[config.mk]
export PLATFORM = sky130hd
export DESIGN_NAME = multicycle_ctrl_flat
export DESIGN_NICKNAME = d
export VERILOG_FILES = /design/src/rtl/multicycle_ctrl_if.sv /design/src/rtl/multicycle_ctrl.sv /design/src/flat_wrapper.sv
export SDC_FILE = /design/constraint.sdc
export NUM_CORES = 1
export LEC_CHECK = 0
export ABC_AREA = 0
export BUFFER_PORTS_ARGS = -buffer_cell sky130_fd_sc_hd__buf_2
export CAP_MARGIN = 20
export CORE_MARGIN = 4
export CORE_UTILIZATION = 45
export CTS_BUF_LIST = sky130_fd_sc_hd__clkbuf_16
export DETAILED_ROUTE_END_ITERATION = 10
export GPL_TIMING_DRIVEN = 0
export PLACE_DENSITY = 0.8
export SLEW_MARGIN = 20
export SYNTH_ARGS = -nofsm -noshare
export SYNTH_HDL_FRONTEND = slang
export SYNTH_SLANG_ARGS = --single-unit
[constraint.sdc]
create_clock -name clk -period 1.9 [get_ports clk]
set_clock_uncertainty 0.1 [all_clocks]
set_input_delay 0.095 -clock clk [delete_from_list [all_inputs] [get_ports clk]]
set_output_delay 0.095 -clock clk [all_outputs]
set_load 0.1 [all_outputs]
[src/rtl/multicycle_ctrl_if.sv]
// Control bus between the multicycle MIPS controller and its datapath.
// The controller (master) receives the opcode and memory handshake and
// drives every control strobe plus the retired-instruction counter.
interface multicycle_ctrl_if #(
    parameter int CNT_W = 32
);
    logic [5:0]       op_code;
    logic             mem_ready;
    logic             PCWrite;
    logic             PCWriteCond;
    logic             IorD;
    logic             MemRead;
    logic             MemWrite;
    logic             IRWrite;
    logic             MemtoReg;
    logic             RegDst;
    logic             RegWrite;
    logic             ALUSrcA;
    logic [1:0]       ALUSrcB;
    logic [1:0]       ALUOp;
    logic [1:0]       PCSource;
    logic             illegal;
    logic [CNT_W-1:0] instr_count;

    modport master (
        input  op_code, mem_ready,
        output PCWrite, PCWriteCond, IorD, MemRead, MemWrite, IRWrite,
               MemtoReg, RegDst, RegWrite, ALUSrcA, ALUSrcB, ALUOp,
               PCSource, illegal, instr_count
    );

    modport slave (
        output op_code, mem_ready,
        input  PCWrite, PCWriteCond, IorD, MemRead, MemWrite, IRWrite,
               MemtoReg, RegDst, RegWrite, ALUSrcA, ALUSrcB, ALUOp,
               PCSource, illegal, instr_count
    );
endinterface

[src/rtl/multicycle_ctrl.sv]
// Multicycle MIPS control FSM: sequences fetch/decode/execute/memory/
// write-back for lw, sw, R-type, beq, addi and j on a shared-memory
// datapath, stalls on mem_ready, traps illegal opcodes and counts retires.
// Strobes are decoded from the state register (Moore) except IRWrite and
// PCWrite in FETCH, which follow mem_ready so the IR/PC load coincides
// with the memory completing.
module multicycle_ctrl #(
    parameter int CNT_W        = 32,
    parameter int ILLEGAL_HALT = 1
) (
    input  logic              clk,
    input  logic              rst,
    multicycle_ctrl_if.master bus
);
    localparam logic [5:0] OP_RTYPE = 6'd0;
    localparam logic [5:0] OP_J     = 6'd2;
    localparam logic [5:0] OP_BEQ   = 6'd4;
    localparam logic [5:0] OP_ADDI  = 6'd8;
    localparam logic [5:0] OP_LW    = 6'd35;
    localparam logic [5:0] OP_SW    = 6'd43;

    typedef enum logic [3:0] {
        S_IDLE     = 4'd0,
        S_FETCH    = 4'd1,
        S_DECODE   = 4'd2,
        S_MEMADR   = 4'd3,
        S_MEMRD    = 4'd4,
        S_MEMWB    = 4'd5,
        S_MEMWR    = 4'd6,
        S_RTYPE_EX = 4'd7,
        S_RTYPE_WB = 4'd8,
        S_BEQ_EX   = 4'd9,
        S_ADDI_EX  = 4'd10,
        S_ADDI_WB  = 4'd11,
        S_JUMP     = 4'd12,
        S_TRAP     = 4'd13
    } state_t;

    state_t           state_q, state_d;
    logic [CNT_W-1:0] count_q, count_d;
    logic             retire_s;

    // State and retire counter registers; reset returns to IDLE immediately.
    always_ff @(posedge clk or posedge rst) begin
        if (rst) begin
            state_q <= S_IDLE;
            count_q <= {CNT_W{1'b0}};
        end else begin
            state_q <= state_d;
            count_q <= count_d;
        end
    end

    // Next-state, retire detection and control strobe decode.
    always_comb begin
        state_d         = state_q;
        retire_s        = 1'b0;
        bus.PCWrite     = 1'b0;
        bus.PCWriteCond = 1'b0;
        bus.IorD        = 1'b0;
        bus.MemRead     = 1'b0;
        bus.MemWrite    = 1'b0;
        bus.IRWrite     = 1'b0;
        bus.MemtoReg    = 1'b0;
        bus.RegDst      = 1'b0;
        bus.RegWrite    = 1'b0;
        bus.ALUSrcA     = 1'b0;
        bus.ALUSrcB     = 2'b00;
        bus.ALUOp       = 2'b00;
        bus.PCSource    = 2'b00;
        bus.illegal     = 1'b0;
        case (state_q)
            S_IDLE: begin
                state_d = S_FETCH;
            end
            S_FETCH: begin
                bus.MemRead = 1'b1;
                bus.ALUSrcB = 2'b01;
                bus.IRWrite = bus.mem_ready;
                bus.PCWrite = bus.mem_ready;
                if (bus.mem_ready) begin
                    state_d = S_DECODE;
                end else begin
                    state_d = S_FETCH;
                end
            end
            S_DECODE: begin
                bus.ALUSrcB = 2'b11;
                case (bus.op_code)
                    OP_LW, OP_SW: state_d = S_MEMADR;
                    OP_RTYPE:     state_d = S_RTYPE_EX;
                    OP_BEQ:       state_d = S_BEQ_EX;
                    OP_ADDI:      state_d = S_ADDI_EX;
                    OP_J:         state_d = S_JUMP;
                    default:      state_d = S_TRAP;
                endcase
            end
            S_MEMADR: begin
                bus.ALUSrcA = 1'b1;
                bus.ALUSrcB = 2'b10;
                // Only lw/sw reach here; the IR still holds the same opcode.
                if (bus.op_code == OP_LW) begin
                    state_d = S_MEMRD;
                end else begin
                    state_d = S_MEMWR;
                end
            end
            S_MEMRD: begin
                bus.MemRead = 1'b1;
                bus.IorD    = 1'b1;
                if (bus.mem_ready) begin
                    state_d = S_MEMWB;
                end else begin
                    state_d = S_MEMRD;
                end
            end
            S_MEMWB: begin
                bus.RegWrite = 1'b1;
                bus.MemtoReg = 1'b1;
                retire_s     = 1'b1;
                state_d      = S_FETCH;
            end
            S_MEMWR: begin
                bus.MemWrite = 1'b1;
                bus.IorD     = 1'b1;
                if (bus.mem_ready) begin
                    retire_s = 1'b1;
                    state_d  = S_FETCH;
                end else begin
                    state_d  = S_MEMWR;
                end
            end
            S_RTYPE_EX: begin
                bus.ALUSrcA = 1'b1;
                bus.ALUOp   = 2'b10;
                state_d     = S_RTYPE_WB;
            end
            S_RTYPE_WB: begin
                bus.RegWrite = 1'b1;
                bus.RegDst   = 1'b1;
                retire_s     = 1'b1;
                state_d      = S_FETCH;
            end
            S_BEQ_EX: begin
                bus.ALUSrcA     = 1'b1;
                bus.ALUOp       = 2'b01;
                bus.PCWriteCond = 1'b1;
                bus.PCSource    = 2'b01;
                retire_s        = 1'b1;
                state_d         = S_FETCH;
            end
            S_ADDI_EX: begin
                bus.ALUSrcA = 1'b1;
                bus.ALUSrcB = 2'b10;
                state_d     = S_ADDI_WB;
            end
            S_ADDI_WB: begin
                bus.RegWrite = 1'b1;
                retire_s     = 1'b1;
                state_d      = S_FETCH;
            end
            S_JUMP: begin
                bus.PCWrite  = 1'b1;
                bus.PCSource = 2'b10;
                retire_s     = 1'b1;
                state_d      = S_FETCH;
            end
            S_TRAP: begin
                bus.illegal = 1'b1;
                if (ILLEGAL_HALT != 0) begin
                    state_d = S_TRAP;
                end else begin
                    state_d = S_FETCH;
                end
            end
            default: begin
                state_d = S_IDLE;
            end
        endcase
    end

    // Retire counter increments on the edge leaving a retire state, wrapping.
    always_comb begin
        if (retire_s) begin
            count_d = count_q + {{(CNT_W-1){1'b0}}, 1'b1};
        end else begin
            count_d = count_q;
        end
    end

    assign bus.instr_count = count_q;
endmodule

[src/flat_wrapper.sv]
// flat-port wrapper written by rule: the top's interface ports become plain ports
module multicycle_ctrl_flat 
#(
    parameter int CNT_W        = 32,
    parameter int ILLEGAL_HALT = 1
)
  (clk, rst, bus_op_code, bus_mem_ready, bus_PCWrite, bus_PCWriteCond, bus_IorD, bus_MemRead, bus_MemWrite, bus_IRWrite, bus_MemtoReg, bus_RegDst, bus_RegWrite, bus_ALUSrcA, bus_ALUSrcB, bus_ALUOp, bus_PCSource, bus_illegal, bus_instr_count);
  multicycle_ctrl_if #(.CNT_W(CNT_W)) bus_i ();
  input  logic clk;
  input  logic rst;
  input wire logic [$bits(bus_i.op_code)-1:0] bus_op_code;
  input wire logic [$bits(bus_i.mem_ready)-1:0] bus_mem_ready;
  output wire logic [$bits(bus_i.PCWrite)-1:0] bus_PCWrite;
  output wire logic [$bits(bus_i.PCWriteCond)-1:0] bus_PCWriteCond;
  output wire logic [$bits(bus_i.IorD)-1:0] bus_IorD;
  output wire logic [$bits(bus_i.MemRead)-1:0] bus_MemRead;
  output wire logic [$bits(bus_i.MemWrite)-1:0] bus_MemWrite;
  output wire logic [$bits(bus_i.IRWrite)-1:0] bus_IRWrite;
  output wire logic [$bits(bus_i.MemtoReg)-1:0] bus_MemtoReg;
  output wire logic [$bits(bus_i.RegDst)-1:0] bus_RegDst;
  output wire logic [$bits(bus_i.RegWrite)-1:0] bus_RegWrite;
  output wire logic [$bits(bus_i.ALUSrcA)-1:0] bus_ALUSrcA;
  output wire logic [$bits(bus_i.ALUSrcB)-1:0] bus_ALUSrcB;
  output wire logic [$bits(bus_i.ALUOp)-1:0] bus_ALUOp;
  output wire logic [$bits(bus_i.PCSource)-1:0] bus_PCSource;
  output wire logic [$bits(bus_i.illegal)-1:0] bus_illegal;
  output wire logic [$bits(bus_i.instr_count)-1:0] bus_instr_count;
  assign bus_i.op_code = bus_op_code;
  assign bus_i.mem_ready = bus_mem_ready;
  assign bus_PCWrite = bus_i.PCWrite;
  assign bus_PCWriteCond = bus_i.PCWriteCond;
  assign bus_IorD = bus_i.IorD;
  assign bus_MemRead = bus_i.MemRead;
  assign bus_MemWrite = bus_i.MemWrite;
  assign bus_IRWrite = bus_i.IRWrite;
  assign bus_MemtoReg = bus_i.MemtoReg;
  assign bus_RegDst = bus_i.RegDst;
  assign bus_RegWrite = bus_i.RegWrite;
  assign bus_ALUSrcA = bus_i.ALUSrcA;
  assign bus_ALUSrcB = bus_i.ALUSrcB;
  assign bus_ALUOp = bus_i.ALUOp;
  assign bus_PCSource = bus_i.PCSource;
  assign bus_illegal = bus_i.illegal;
  assign bus_instr_count = bus_i.instr_count;
  multicycle_ctrl #(.CNT_W(CNT_W), .ILLEGAL_HALT(ILLEGAL_HALT)) u_core (.clk(clk), .rst(rst), .bus(bus_i));
endmodule
==> summary.txt <==
status = complete, no violations
crit-path most repeated cell = or2_4
Mapped Area = 0.002092 sq mm
gpl congestion = 0.8073
crit end category = primary output
Vias = 1845
Net Sw Power = 0.002832 W
Max Fclk = 0.5332 GHz
Seq pwr share = 19.7%
most used flip-flop cell after synthesis = dfrtp_1
pre-CTS worst setup slack = -0.09246 ns
Sw Ratio = 53.00%
# rows = 24
Max-Cap Viols = 0
mux cell area share after synthesis = 1.017%
Final ANT Viol Nets = 0
Hold Fails Final Rpt = 0
peak supply drop = 1873 uV
slowest cell on the critical path = dfrtp_1
GRT overflow = 0
hold_sp = bus_op_code[4]
Post-Syn Nets = 230
Routed WL = 5029 um
Slew @ Worst Pin = 0.7480 ns
Initial Util = 47.39%
DR pass1 iterations = 4
cell taking the most area after synthesis = dfrtp_1
Post-Synth XOR/XNOR Area = 14.65%
final-stage net count = 301
synthesis-to-layout area growth = 46.35%
Max Slew Vio Count = 0
Synth Area in Compound Gates = 7.715%
Combinational Power Share = 63.0%
DIE WIDTH = 76.18 um
Post-Syn Instances = 220
RSZ-0062 raised after global routing = yes
FFs w/ async S/R, synth = 100.0%
Worst Hold Class = input pin to flip-flop
CTS Root Cell = clkbuf_16
gr usage total = 17.01%
leakage power total = 1.385 nW
largest net degree at the start of global routing = 37
nature of the critical path startpoint = flip-flop
final instance area = 0.003062 sq mm
crit path cell chain = buf_6 > nand2b_4 > or2_4 > nor3_4 > or2_4 > buf_12
Buffers on Ports = 57
layout cells sized above 1 = 51.37%
FF+latch count, synth = 36
Int Power = 0.002511 W
number of diodes = 0
first-pass GRT wire length = 8397 um
Worst Path Buf+Inv = 2
CP peak stage delay = 0.37 ns
power per cell area = 1745 mW/mm^2
most numerous cell in the Yosys netlist = dfrtp_1
Avg Synthesized Cell Area = 9.509 sq um
Top delay family on crit path = simple AND/OR/NAND/NOR gates
main combinational cell family by area after synthesis = simple AND/OR/NAND/NOR gates
clock share of power = 17.2%
Max transition margin = 50.06%
synth unique cells = 45
Die Y = 76.18 um
clk buf depth = 2
Post-DP Area = 0.002656 sq mm
# IOs = 58
Simple-Gate Fraction of Synth Area = 29.31%
Final Setup Violations = 0
sequential share of the synthesized area = 43.06%
Die ar. = 0.005803 sq mm
WL/cell = 14.62 um
Worst-path clk slew = 0.06 ns
CTS Buf Count = 5
Core Footprint = 0.004414 sq mm
CTS sink count = 36
worst path arrival time = 1.68 ns
proportion of netlist area held by the largest area contributor = 43.06%
Post-route DRC = 0
worst reg2reg path startpoint = u_core.state_q[3]$_DFF_PP0_
Vias/cell = 5.363
Worst Path Max Fanout = 9
Worst-Skew Late Latency = 0.28 ns
DP HPWL = 3406 um
largest cells by area after synthesis = dfrtp_1 43%, xor2_1 8.4%, xnor2_1 6.3%, nor3_1 3.8%, nor2_1 3.8%
Post-Synth Adder-Cell Area = 0.5981%
number of flops mapped to enable cells by yosys = 0
vias in the first global route = 1750
critical path required time = 1.70 ns
H-tree depth = 2
fin crit share = 98.71%
post-layout min period = 1.876 ns
yosys warns = 0
Final Worst Setup Slack = 0.02444 ns
Post-synth top cells = 36 x dfrtp_1, 21 x nor2_1, 20 x xor2_1
Worst setup startpoint = u_core.state_q[1]$_DFF_PP0_
CTS tree = yes
initial antenna violation count = 0
critical path class = flip-flop to primary output
drt initial violations = 130
[per-layer routing]
layer,global-route usage (%),part of all wire (%)
met5,0,0
met3,4.374,5.0
met4,4.720,1.3
met1,21.95,44
met2,28.17,50
[cells in the final DEF, fill, tap and decap left out, types with 2 or more instances in the layout]
cell / n
buf_2: 46
xor2_1: 20
nand2_1: 19
nor2_1: 17
dfrtp_4: 17
xnor2_1: 15
buf_4: 14
nand3_1: 14
dfrtp_2: 12
nand4_1: 7
nor3_1: 7
dfrtp_1: 7
buf_6: 6
inv_1: 5
nor3_2: 5
clkbuf_16: 5
nand3_4: 4
nor3_4: 4
o21ai_0: 4
nand2b_4: 3
nor4_4: 3
and3_1: 3
nor2_2: 3
nand2b_1: 3
buf_12: 3
nand3_2: 2
nor4_2: 2
clkbuf_4: 2
a21oi_1: 2
o31ai_1: 2
or2_4: 2
a31oi_1: 2
[tightest hold or removal path, stage by stage]
cell and delay, ns:
buf_2 0.13, nor2_1 0.11, o31ai_1 0.07
[final cells by class]
type	instances	area, sq um
plain buffers	11	90.09
flip-flops and latches	36	979.7
repair buffers	64	420.4
clock inverters	3	42.54
well taps	52	65.06
clock buffers	5	125.1
fillers	332	1353
inverters	6	22.52
multi-input cells	167	1316
[state kept, by name, summed over array words and instances, names as in the netlist]
signal	flops
u_core.bus.instr_count	32
u_core.state_q	4
[power by group through the flow]
stage	clock, W	sequential, W	combinational (W)
5_1_grt	0.000974	0.00107	0.00353
3_3_place_gp	0	0.00107	0.00285
3_5_place_dp	0	0.00107	0.00288
4_1_cts	0.000939	0.00106	0.00312
6_report	0.000921	0.00105	0.00337
2_1_floorplan	0	0.00149	0.00207
[path summary, 6_finish.rpt]
kind	endpoint	slack, ns	cells past startpoint
worst max-delay path	bus_PCWrite	0.02	6
worst min-delay path	u_core.state_q[2]$_DFF_PP0_	0.07	3
worst max register to register	u_core.bus.instr_count[6]$_DFFE_PP0P_	0.03	5
worst min register to register	u_core.bus.instr_count[31]$_DFFE_PP0P_	0.38	1
max in group asynchronous	u_core.bus.instr_count[6]$_DFFE_PP0P_	0.74	3
min in group asynchronous	u_core.bus.instr_count[5]$_DFFE_PP0P_	0.40	3
[metrics by stage]
stage / total power [W] / hold slack (ns) / setup TNS, ns / std cells / utilization (%)
floorplan: 0.003561 / 0.1616 / -1.173 / 220 / -
global placement: 0.003922 / 0.3517 / -0.1355 / 329 / 60.18
detailed placement: 0.003952 / 0.1659 / -0.1850 / 329 / 60.18
CTS: 0.005115 / 0.05916 / -0.1530 / 338 / 66.41
global route: 0.005580 / 0.09938 / -0.3918 / 344 / 69.36
finish: 0.005343 / 0.06675 / 0 / 344 / 69.36
[logic make-up after synthesis]
logic type,Yosys count
compound gates,21
simple gates,108
mux,2
xor+xnor,35
flops,36
fa+ha+maj,1
buf+inv,17
[repair_timing]
| item | in CTS | in global routing |
|---|---|---|
| hold buffers | 1 | 0 |
| resized for setup | 26 | 17 |
| setup endpoints to repair | 20 | 27 |
| hold endpoints to repair | 36 | 0 |
| buffers inserted | 0 | 6 |
| pin swaps | 2 | 8 |
No activity file was read; power rests on OpenSTA's default activity.
